$ cat config.mk
export PLATFORM = sky130hd
export DESIGN_NAME = colmem_fifo
export DESIGN_NICKNAME = d
export VERILOG_FILES = /design/src/rtl/colmem_pkg.sv /design/src/rtl/colmem_ram.sv /design/src/rtl/colmem_fifo.sv
export SDC_FILE = /design/constraint.sdc
export NUM_CORES = 1
export LEC_CHECK = 0
export CAP_MARGIN = 30
export CORE_UTILIZATION = 55
export DETAILED_ROUTE_END_ITERATION = 12
export PLACE_DENSITY = 0.73
export SETUP_SLACK_MARGIN = 0.3
export SYNTH_ARGS = -nofsm -noshare
export SYNTH_HDL_FRONTEND = slang
export SYNTH_SLANG_ARGS = --single-unit
$ cat constraint.sdc
create_clock -name clock -period 5.6 [get_ports clock]
set_input_delay 0.56 -clock clock [delete_from_list [all_inputs] [get_ports clock]]
set_output_delay 0.56 -clock clock [all_outputs]
set_load 0.005 [all_outputs]
$ cat src/rtl/colmem_pkg.sv
// Shared colmem types and constants: word type, default depth, pointer-width helper.
// Data width defaults to ARCADIA_CORE_DATA_BITS when the section build does not supply it.
`ifndef ARCADIA_CORE_DATA_BITS
`define ARCADIA_CORE_DATA_BITS 32
`endif

package colmem_pkg;
    localparam int COLMEM_DEPTH = 16;
    localparam int COLMEM_WIDTH = `ARCADIA_CORE_DATA_BITS;

    typedef logic [COLMEM_WIDTH-1:0] colmem_word_t;

    function automatic int colmem_ptr_w(input int depth);
        return (depth > 1) ? $clog2(depth) : 1;
    endfunction
endpackage

$ cat src/rtl/colmem_ram.sv
// Simple dual-port register array: one write port, one registered read port (1-cycle read).
// No flow control of its own; the caller guarantees enables only on legal addresses.
module colmem_ram #(
    parameter int DEPTH = 16,
    parameter int WIDTH = 32,
    parameter int AW    = 4
) (
    input  logic             i_clk,
    input  logic             i_rst,
    input  logic             i_wr_en,
    input  logic [AW-1:0]    i_wr_addr,
    input  logic [WIDTH-1:0] i_wr_dat,
    input  logic             i_rd_en,
    input  logic [AW-1:0]    i_rd_addr,
    output logic [WIDTH-1:0] o_rd_dat
);
    logic [WIDTH-1:0] r_mem [DEPTH];
    logic [WIDTH-1:0] r_rd_dat;

    // Storage itself is never reset; only the output register is.
    always_ff @(posedge i_clk) begin
        if (i_wr_en) begin
            r_mem[i_wr_addr] <= i_wr_dat;
        end
    end

    always_ff @(posedge i_clk) begin
        if (i_rst) begin
            r_rd_dat <= '0;
        end else if (i_rd_en) begin
            r_rd_dat <= r_mem[i_rd_addr];
        end
    end

    assign o_rd_dat = r_rd_dat;
endmodule

$ cat src/rtl/colmem_fifo.sv
// Column-memory FIFO: write-to-visible 1 cycle, Read-to-Data 1 cycle; writes dropped while full.
// Define COLMEM_FIFO_OVF_CNT_EN to add a saturating 16-bit ovf_count of dropped writes.
module colmem_fifo
    import colmem_pkg::*;
#(
    parameter int DEPTH = COLMEM_DEPTH,
    parameter int WIDTH = COLMEM_WIDTH
) (
    input  logic                       clock,
    input  logic                       reset,
    input  logic                       wr_valid,
    input  logic [WIDTH-1:0]           wr_data,
    output logic                       wr_ready,
    input  logic                       Read,
    output logic [WIDTH-1:0]           Data,
    output logic                       empty,
    output logic                       full,
    output logic [$clog2(DEPTH+1)-1:0] count,
    output logic                       underflow
`ifdef COLMEM_FIFO_OVF_CNT_EN
    ,
    output logic [15:0]                ovf_count
`endif
);
    localparam int AW = colmem_ptr_w(DEPTH);
    localparam int CW = $clog2(DEPTH+1);

    logic [AW-1:0] r_wr_ptr;
    logic [AW-1:0] r_rd_ptr;
    logic [CW-1:0] r_count;
    logic          r_underflow;
    logic          w_empty;
    logic          w_full;
    logic          w_wr_fire;
    logic          w_rd_fire;

    // Status comes from the registered count only, so a same-cycle pop never frees a slot for a write.
    assign w_empty   = (r_count == '0);
    assign w_full    = (r_count == CW'(DEPTH));
    assign w_wr_fire = wr_valid && !w_full;
    assign w_rd_fire = Read && !w_empty;

    always_ff @(posedge clock) begin
        if (reset) begin
            r_wr_ptr    <= '0;
            r_rd_ptr    <= '0;
            r_count     <= '0;
            r_underflow <= 1'b0;
        end else begin
            if (w_wr_fire) begin
                r_wr_ptr <= r_wr_ptr + AW'(1);
            end
            if (w_rd_fire) begin
                r_rd_ptr <= r_rd_ptr + AW'(1);
            end
            if (w_wr_fire && !w_rd_fire) begin
                r_count <= r_count + CW'(1);
            end else if (w_rd_fire && !w_wr_fire) begin
                r_count <= r_count - CW'(1);
            end
            if (Read && w_empty) begin
                r_underflow <= 1'b1;
            end
        end
    end

    colmem_ram #(
        .DEPTH (DEPTH),
        .WIDTH (WIDTH),
        .AW    (AW)
    ) u_ram (
        .i_clk     (clock),
        .i_rst     (reset),
        .i_wr_en   (w_wr_fire),
        .i_wr_addr (r_wr_ptr),
        .i_wr_dat  (wr_data),
        .i_rd_en   (w_rd_fire),
        .i_rd_addr (r_rd_ptr),
        .o_rd_dat  (Data)
    );

`ifdef COLMEM_FIFO_OVF_CNT_EN
    logic [15:0] r_ovf_count;

    always_ff @(posedge clock) begin
        if (reset) begin
            r_ovf_count <= '0;
        end else if (wr_valid && w_full && (r_ovf_count != 16'hFFFF)) begin
            r_ovf_count <= r_ovf_count + 16'd1;
        end
    end

    assign ovf_count = r_ovf_count;
`endif

    assign empty     = w_empty;
    assign full      = w_full;
    assign wr_ready  = !w_full;
    assign count     = r_count;
    assign underflow = r_underflow;
endmodule

==> results.json, run 1 <==
{
  "hold_violations": 0,
  "hold_buffers": 0,
  "setup_viol": 0,
  "drc_errors": 0,
  "num_rows": 71,
  "critPathLaunchType": "register",
  "ys_types": 33,
  "drt-total-wl_mm": 39.9,
  "hpwl_mm": 23.8,
  "synth_edf_count": 512,
  "cts_buffer_depth": 3,
  "insertion_delay_ns": 0.60,
  "power_frac_comb_pct": 20.0,
  "post-route-util_pct": 65.3,
  "rsz0062_at_grt": "no",
  "internal_power_mw": 8.05,
  "critPathArrivalTime_ns": 3.70,
  "post_dp_cell_area_um2": 22900,
  "synth_fp_nets": 1006,
  "tns_ns": 0,
  "clkTransAtPathRegs_ns": 0.06,
  "synth_area_um2": 21200,
  "drt_pass1_iterations": 5,
  "switching_share_pct": 24.7,
  "fmax_mhz": 310,
  "final_max_slew_viol_count": 0,
  "drt-initial-drc-count": 592,
  "grt_overflow": 0,
  "drive_gt1_share_pct": 26.8,
  "slew_headroom_pct": 37.7,
  "min-delay-path-class": "reg2reg",
  "cap_violations": 0,
  "port-buffer-count": 76,
  "stdcell_area_um2": 24600,
  "die_x_um": 198,
  "ys_ff_latch": 558,
  "crit_type": "reg2reg",
  "place.gp.congestion": 0.722,
  "routed_via_density": 6.00,
  "cts.repair.resized": 0,
  "fp.dieH_um": 198,
  "dieArea_um2": 39300,
  "fin_crit_sh_pct": 57.7,
  "nFillCells": 2433,
  "p_sw_mw": 2.64,
  "drtAntennaViolNets": 0,
  "antennaDiodeCount": 0,
  "area_growth_pct": 16.3,
  "grt_pass1_vias": 10300,
  "syn_inst": 960,
  "core_um2": 37800,
  "cp.required_ns": 6.07,
  "yosysSeqAreaShare_pct": 76.9,
  "cts_root_buffer": "clkbuf_16",
  "vdd_drop_max_uv": 496,
  "numCtsBuffers": 53,
  "synth_flop_cell": "edfxtp_1",
  "track_usage_pct": 21.5,
  "outcome": "finished clean",
  "cp-end-kind": "register",
  "postCtsSetupRepairBufs": 0,
  "pwr_density_cell_nw_per_um2": 434,
  "avgSynthCellArea_um2": 22.1,
  "htreeDepth": 2,
  "vias": 9720,
  "antenna_found_initial": 0,
  "wl_per_cell_um": 24.6,
  "ios": 77,
  "tightest_slew_ns": 0.930,
  "grt_pass1_wl_mm": 61.9,
  "crit_path_max_fanout": 7,
  "fin_nets": 1113,
  "initial_utilization_pct": 56.1,
  "async_flop_share_pct": 0,
  "period_minus_slack_ns": 3.23,
  "fin_skew_ns": 0.0188,
  "cts_tree": "built",
  "leakage_nw": 7.68,
  "yosysWarnings": 0,
  "seq_power_share_pct": 46.2,
  "grt_max_degree": 106,
  "cts_sinks": 558,
  "p_clk_share_pct": 33.7
}
[power groups by stage]
| stage | Sequential [mW] | Clock (mW) | Combinational (mW) |
|---|---|---|---|
| detailed placement | 5.03 | 0 | 2.18 |
| global route | 4.96 | 3.81 | 2.34 |
| floorplan | 4.95 | 0 | 1.58 |
| CTS | 4.94 | 3.66 | 2.19 |
| finish | 4.94 | 3.60 | 2.14 |
| global placement | 5.02 | 0 | 2.13 |
[routing by layer]
metal	share of wire [%]	track usage, %	up-vias
met4	1.7	5.43	0
li1	-	-	4217
met3	4.9	3.56	54
met1	43	29.9	5184
met5	0	0	-
met2	51	35.7	265
[layout by cell type, fill, tap and decap left out, types with 2 or more instances in the layout]
cell and n:
dfxtp_1 43, a21o_1 2, mux2i_1 36, buf_4 17, clkbuf_1 6, mux4_2 128, inv_1 6, ha_1 9
clkinv_2 15, dfxtp_4 3, clkdlybuf4s50_1 76, bufinv_16 6, nor3_2 4, a221o_1 32, clkinv_1 7, clkinvlp_4 4
buf_16 8, xnor2_1 3, a21oi_1 5, o31ai_1 2, nand2b_1 2, nor2_1 50, nor2_4 12, buf_12 4
or4_1 2, edfxtp_1 512, clkbuf_16 55, o211ai_1 3, nand2_1 6, mux2_2 33, clkbuf_8 4, xor2_1 5
[final cells by class]
| type | count | area, um2 | area share (%) |
|---|---|---|---|
| sequential | 558 | 16300 | 66.2 |
| clock inverter | 33 | 320 | 1.30 |
| clock buffer | 65 | 1450 | 5.90 |
| tap | 511 | 639 | 2.59 |
| multi-input combinational | 343 | 4720 | 19.1 |
| timing repair buffer | 105 | 1190 | 4.82 |
| inverter | 6 | 22.5 | 0.0914 |
[cells by family (layout without fill, tap and decap cells)]
kind of cell | Yosys count | count (layout) | synth area share, %
AOI/OAI and AO/OA | 47 | 47 | 2.05
adders and majority gates | 10 | 10 | 0.626
DFF | 558 | 558 | 76.9
and+or+nand+nor | 81 | 81 | 1.61
buffers and inverters | 59 | 209 | 1.41
muxes | 197 | 197 | 17.1
xor gates and xnor gates | 8 | 8 | 0.331
[critical path, cell delays in order (launching register included)]
cell     delay (ns)
dfxtp_1        0.37
or4_1          0.72
o21ai_4        0.34
ha_1           0.23
inv_1          0.11
fa_1           0.42
a21o_1         0.19
a21oi_1        0.18
mux2i_1        0.21
mux2_2         0.34
[path summary, 6_finish.rpt]
kind,cells after the start,endpoint,from,slack (ns)
worst min register to register,2,underflow,underflow,0.47
worst max register to register,9,count[4],count[0],2.37
worst min-delay path,2,underflow,underflow,0.47
worst max-delay path,9,count[4],count[0],2.37
[cell usage after synthesis (6+ instances only)]
library cell  count  area, um2
buf_2            17       85.1
buf_6             7       78.8
mux2i_1          36        360
dfxtp_1          46        921
nor2_1           62        233
edfxtp_1        512      15400
ha_1              9        113
nand2_1           6       22.5
a221o_1          32        320
clkbuf_1         23       86.3
mux4_2          128       2880
mux2_2           33        372
inv_1             6       22.5
[state kept, by name (all words and copies together), names as in the netlist]
| signal | cells |
|---|---|
| r_wr_ptr | 4 |
| r_rd_ptr | 4 |
| u_ram.o_rd_dat | 32 |
| u_ram.r_mem | 512 |
| underflow | 1 |
| count | 5 |
[metrics by stage]
| stage | total power [mW] | hold WS, ns | worst slack [ns] | std cells |
|---|---|---|---|---|
| 6_report | 10.7 | 0.474 | 2.37 | 1621 |
| 5_1_grt | 11.1 | 0.504 | 2.14 | 1621 |
| 4_1_cts | 10.8 | 0.480 | 2.36 | 1621 |
| 3_5_place_dp | 7.21 | 0.468 | 2.14 | 1523 |
| 3_3_place_gp | 7.15 | 0.462 | 2.24 | 1512 |
| 2_1_floorplan | 6.53 | 0.460 | 1.81 | 960 |
(Power assumes the default switching activity.)
==> run 2: changes to the inputs <==
Settings changed: PLACE_DENSITY 0.73 to 0.76.
Clock period 5.6 ns to 2.9 ns, I/O delays scaled along.
==> run 2 against run 1 <==
Compared with the run above: register-to-register slack got worse by 2.1 ns; flip-flop and latch count unchanged; sequential share of layout area fell by 1.3 points; total power up 100%; hold slack gained 0.0099 ns; first-iteration DRC count is 47% higher; final cell count increased by 1.9%; clock power grew 110%; non-clock buffer count rose by 27; utilization rose by 1.3 points; count of clock-buffer cells in the layout is 5 lower; clock skew grew 0.0039 ns; highest routed layer unchanged.
==> results.json, run 2 (synthesis results as in run 1) <==
{
  "clkTransAtPathRegs_ns": 0.06,
  "power_frac_comb_pct": 20.5,
  "slew_headroom_pct": 34.3,
  "hpwl_mm": 22.9,
  "hold_violations": 0,
  "vdd_drop_max_uv": 594,
  "cp.required_ns": 3.39,
  "tightest_slew_ns": 0.984,
  "cts_buffer_depth": 3,
  "dieArea_um2": 39300,
  "grt_pass1_vias": 10600,
  "largest_register_ffs": 512,
  "p_clk_share_pct": 35.6,
  "die_x_um": 198,
  "fp.dieH_um": 198,
  "min-delay-path-class": "reg2reg",
  "fin_skew_ns": 0.0227,
  "seq_power_share_pct": 43.9,
  "ios": 77,
  "cp_cell_sequence": "or4_4 > o21ai_4 > ha_4 > inv_4 > fa_2 > a21o_1 > a21oi_2 > mux2i_1 > mux2_2",
  "critPathSlowestCell": "or4_4",
  "setup_viol": 0,
  "drtAntennaViolNets": 0,
  "p_sw_mw": 5.31,
  "internal_power_mw": 16.4,
  "cp-end-kind": "register",
  "switching_share_pct": 24.5,
  "final_common_cell": "edfxtp_1",
  "top_register": "u_ram.r_mem",
  "cap_violations": 0,
  "drt-initial-drc-count": 870,
  "cts_sinks": 558,
  "critPathArrivalTime_ns": 3.08,
  "fmax_mhz": 386,
  "cts_tree": "built",
  "port-buffer-count": 76,
  "crit_type": "reg2reg",
  "core_um2": 37800,
  "drt-total-wl_mm": 44.0,
  "fin_crit_sh_pct": 89.3,
  "drt_pass1_iterations": 4,
  "outcome": "finished clean",
  "power_mw": 21.7,
  "wl_per_cell_um": 26.6,
  "post-route-util_pct": 66.6,
  "area_growth_pct": 18.7,
  "stdcell_area_um2": 25100,
  "routed_via_density": 6.10,
  "grt_max_degree": 45,
  "period_minus_slack_ns": 2.59,
  "numCtsBuffers": 53,
  "critical-path-top-delay-family": "multiplexers",
  "nFillCells": 2336,
  "r2r_slack_ns": 0.31,
  "pwr_density_cell_nw_per_um2": 863,
  "drive_gt1_share_pct": 29.9,
  "num_rows": 71,
  "critical_path_buf_inv_count": 1,
  "critPathLaunchType": "register",
  "leakage_nw": 7.87,
  "crit_path_max_fanout": 5,
  "track_usage_pct": 23.5,
  "grt_overflow": 0,
  "fin_nets": 1140,
  "post_dp_cell_area_um2": 23100,
  "htreeDepth": 2,
  "antenna_found_initial": 0,
  "drc_errors": 0,
  "final_max_slew_viol_count": 0,
  "rsz0062_at_grt": "yes",
  "grt_pass1_wl_mm": 66.1,
  "initial_utilization_pct": 56.1,
  "hold_buffers": 0,
  "mostFrequentLayoutCells": "512 x edfxtp_1, 128 x mux4_2, 75 x clkdlybuf4s50_1",
  "vias": 10100,
  "place.gp.congestion": 0.767,
  "cts_root_buffer": "clkbuf_16",
  "insertion_delay_ns": 0.62,
  "tns_ns": 0,
  "crit_path_max_incr_delay_ns": 0.55
}
-- run 2: worst paths after layout --
check,from,cells past startpoint,endpoint
setup / recovery,count[3],9,count[4]
hold / removal,u_ram.o_rd_dat[17],1,u_ram.o_rd_dat[17]
setup reg to reg,count[3],9,count[4]
hold reg to reg,u_ram.o_rd_dat[17],1,u_ram.o_rd_dat[17]
-- run 2: stage by stage --
stage | worst slack (ns) | cells | hold slack (ns)
2_1_floorplan | 0.00952 | 960 | 0.389
3_3_place_gp | 0.225 | 1545 | 0.454
3_5_place_dp | 0.212 | 1545 | 0.472
4_1_cts | 0.265 | 1649 | 0.483
5_1_grt | 0.243 | 1650 | 0.507
6_report | 0.310 | 1651 | 0.484
-- run 2: what timing repair did --
| action | CTS | global route |
|---|---|---|
| gates cloned | 0 | 0 |
| resized for setup | 8 | 1 |
| pin swaps | 4 | 3 |
| setup endpoints to repair | 2 | 2 |
| setup buffers | 4 | 1 |
-- run 2: power groups by stage --
stage	Combinational (mW)	Clock (mW)	Sequential (mW)
CTS	4.50	7.84	9.52
global placement	4.29	0	9.66
global route	4.82	8.13	9.55
floorplan	3.08	0	9.56
finish	4.44	7.73	9.52
detailed placement	4.35	0	9.68
-- run 2: layout make-up --
type	count	area, um2	share of cell area [%]
Clock buffer	60	1380	5.50
Inverter	6	25.0	0.0995
Multi-Input combinational cell	343	4790	19.0
Sequential cell	558	16300	64.9
Clock inverter	40	604	2.40
Tap cell	511	639	2.54
Timing Repair Buffer	132	1390	5.54
Antenna cell	1	2.50	0.00995
-- run 2: routing by layer --
metal  wire, um  GRT usage [%]  share of wire (%)  vias to the layer above
met2      22200           38.9                 51                      421
met5          0              0                  0                        -
li1           -              -                  -                     4278
met1      17500           31.3                 40                     5280
met3       3040           4.99                6.9                       95
met4       1210           8.15                2.7                        0
==> run 3: changes to the inputs <==
Settings changed: CELL_PAD_IN_SITES_DETAIL_PLACEMENT from default to 0, CELL_PAD_IN_SITES_GLOBAL_PLACEMENT from default to 1, CORE_UTILIZATION 55 to 49, PLACE_DENSITY 0.76 to default, PLACE_DENSITY_LB_ADDON from default to 0.1.
==> run 3 against run 2 <==
Compared with the run above: hold slack worse by 0.0070 ns; flip-flop and latch count unchanged; first-iteration DRC count down 22%; cell area down 0.33%; via count down 3.1%; die area up 12%; critical path depth unchanged; register-to-register slack worse by 0.05 ns; non-clock buffer count down 2; total power down 3.1%; sequential share of layout area up 0.20 points; clock power down 7.1%; critical endpoint unchanged; largest cell class unchanged; largest power group unchanged.
==> results.json, run 3 (synthesis results as in run 1) <==
{
  "power_frac_comb_pct": 20.6,
  "vias": 9760,
  "cts_tree": "built",
  "cts_buffer_depth": 3,
  "post_dp_cell_area_um2": 23200,
  "fin_crit_sh_pct": 91.0,
  "critPathLaunchType": "register",
  "seq_power_share_pct": 45.2,
  "grt_max_degree": 56,
  "cp-end-kind": "register",
  "wl_met1_mm": 19.4,
  "crit_path_max_incr_delay_ns": 0.57,
  "fin_nets": 1141,
  "p_sw_mw": 5.17,
  "num_rows": 75,
  "leakage_nw": 7.82,
  "switching_share_pct": 24.6,
  "internal_power_mw": 15.9,
  "whs_endpoint": "r_wr_ptr[3]",
  "power_mw": 21.0,
  "final_max_slew_viol_count": 0,
  "vdd_drop_max_uv": 458,
  "hold_buffers": 0,
  "htreeDepth": 2,
  "rr_worst_depth": 9,
  "antenna_found_initial": 1,
  "mostFrequentLayoutCells": "512 x edfxtp_1, 128 x mux4_2, 75 x clkdlybuf4s50_1",
  "postCtsSetupRepairBufs": 0,
  "worstReg2RegEnd": "count[4]",
  "critPathSlowestCell": "or4_4",
  "clkTransAtPathRegs_ns": 0.06,
  "wl_met3_mm": 2.01,
  "crit_path_max_fanout": 5,
  "rsz0062_at_grt": "yes",
  "crit_type": "reg2reg",
  "period_minus_slack_ns": 2.64,
  "cp_cell_sequence": "or4_4 > o21ai_4 > ha_2 > inv_2 > fa_2 > a21o_1 > a21oi_2 > mux2i_1 > mux2_2",
  "dieArea_um2": 44100,
  "drt-initial-drc-count": 678,
  "r2r_start": "count[3]",
  "p_clk_share_pct": 34.2,
  "area_growth_pct": 18.3,
  "insertion_delay_ns": 0.61,
  "slew_headroom_pct": 41.6,
  "drtAntennaViolNets": 0,
  "hold_ws_ns": 0.477,
  "fp.dieH_um": 210,
  "worstHoldPathCells": 4,
  "drc_errors": 0,
  "core_um2": 42300,
  "top_layer_used": "met4",
  "drt-total-wl_mm": 43.6,
  "drive_gt1_share_pct": 28.5,
  "setup_viol": 0,
  "numCtsBuffers": 56,
  "tns_ns": 0,
  "grt_pass1_vias": 10200,
  "wl_per_cell_um": 25.3,
  "final_common_cell": "edfxtp_1",
  "initial_utilization_pct": 50.1,
  "largest_register_ffs": 512,
  "fin_skew_ns": 0.0234,
  "r2r_slack_ns": 0.26,
  "stdcell_area_um2": 25100,
  "hold_start": "wr_valid",
  "top_register": "u_ram.r_mem",
  "cts_sinks": 558,
  "cts_root_buffer": "clkbuf_16",
  "tightest_slew_ns": 0.874,
  "hpwl_mm": 24.1,
  "critPathArrivalTime_ns": 3.12,
  "outcome": "finished clean",
  "min-delay-path-class": "in2reg",
  "worst_slack_ns": 0.260,
  "cp.required_ns": 3.38,
  "pre_cts_slack_ns": 0.183,
  "cap_violations": 0,
  "routed_via_density": 5.67,
  "pwr_density_cell_nw_per_um2": 839,
  "port-buffer-count": 76,
  "hold_violations": 0,
  "die_x_um": 210,
  "ios": 77,
  "track_usage_pct": 20.7,
  "wl_met2_mm": 21.2,
  "grt_overflow": 0,
  "drt_pass1_iterations": 5,
  "grt_pass1_wl_mm": 66.2,
  "fmax_mhz": 379,
  "place.gp.congestion": 0.770
}
-- run 3: cell count changes in the layout (fill, tap and decap cells not counted), moves of 2 or more --
cell	change
ha_4	-2
bufinv_16	-10
clkbuf_16	+4
clkbuf_1	+16
clkbuf_8	+8
buf_4	-3
clkinv_2	-2
clkinvlp_4	-6
-- run 3: worst max path at each step --
stage | startpoint | end | slack (ns) | depth (start not counted)
after floorplan | count[4] | u_ram.r_mem[12][0] | 0.01 | 4
after global placement | count[3] | count[4] | 0.20 | 9
after detailed placement | count[3] | count[4] | 0.18 | 9
after CTS | count[3] | count[4] | 0.24 | 9
after global routing | count[3] | count[4] | 0.11 | 9
final | count[3] | count[4] | 0.26 | 9
-- run 3: layout make-up --
cell class / instances / area, um2
multi-input combinational: 343 / 4760
clock buffer: 88 / 1650
tap: 577 / 722
timing repair buffer: 130 / 1400
fill: 3067 / 17300
sequential: 558 / 16300
inverter: 6 / 22.5
antenna: 1 / 2.50
clock inverter: 18 / 200
-- run 3: critical path: cells and delay by family, from the launching register on --
| kind | cells | cell delay, ns |
|---|---|---|
| adders and majority gates | 2 | 0.57 |
| and+or+nand+nor | 1 | 0.57 |
| muxes | 2 | 0.54 |
| AOI/OAI and AO/OA | 3 | 0.45 |
| DFF | 1 | 0.34 |
| buffers and inverters | 1 | 0.07 |
-- run 3: what timing repair did --
action | 4_1_cts | 5_1_grt
cloned | 0 | 0
endpoints found under the hold margin | 0 | 0
endpoints found under the setup margin | 13 | 1
resized for setup | 2 | 0
-- run 3: metrics by stage --
step | std cells | util (%)
after detailed placement | 1613 | 54.8
after global placement | 1612 | 54.7
final | 1721 | 59.2
after CTS | 1719 | 59.2
after global routing | 1721 | 59.2
after floorplan | 960 | -
-- run 3: power by group through the flow --
stage | registers, mW | logic, mW | clock network (mW)
after global placement | 9.67 | 4.40 | 0
final | 9.51 | 4.34 | 7.18
after CTS | 9.52 | 4.44 | 7.35
after floorplan | 9.56 | 3.08 | 0
after detailed placement | 9.68 | 4.43 | 0
after global routing | 9.55 | 4.75 | 7.62
-- run 3: metal layers --
| metal | GRT usage [%] | up-vias |
|---|---|---|
| met1 | 29.7 | 5207 |
| met3 | 3.29 | 62 |
| met5 | 0 | - |
| li1 | - | 4279 |
| met4 | 6.57 | 0 |
| met2 | 32.9 | 212 |
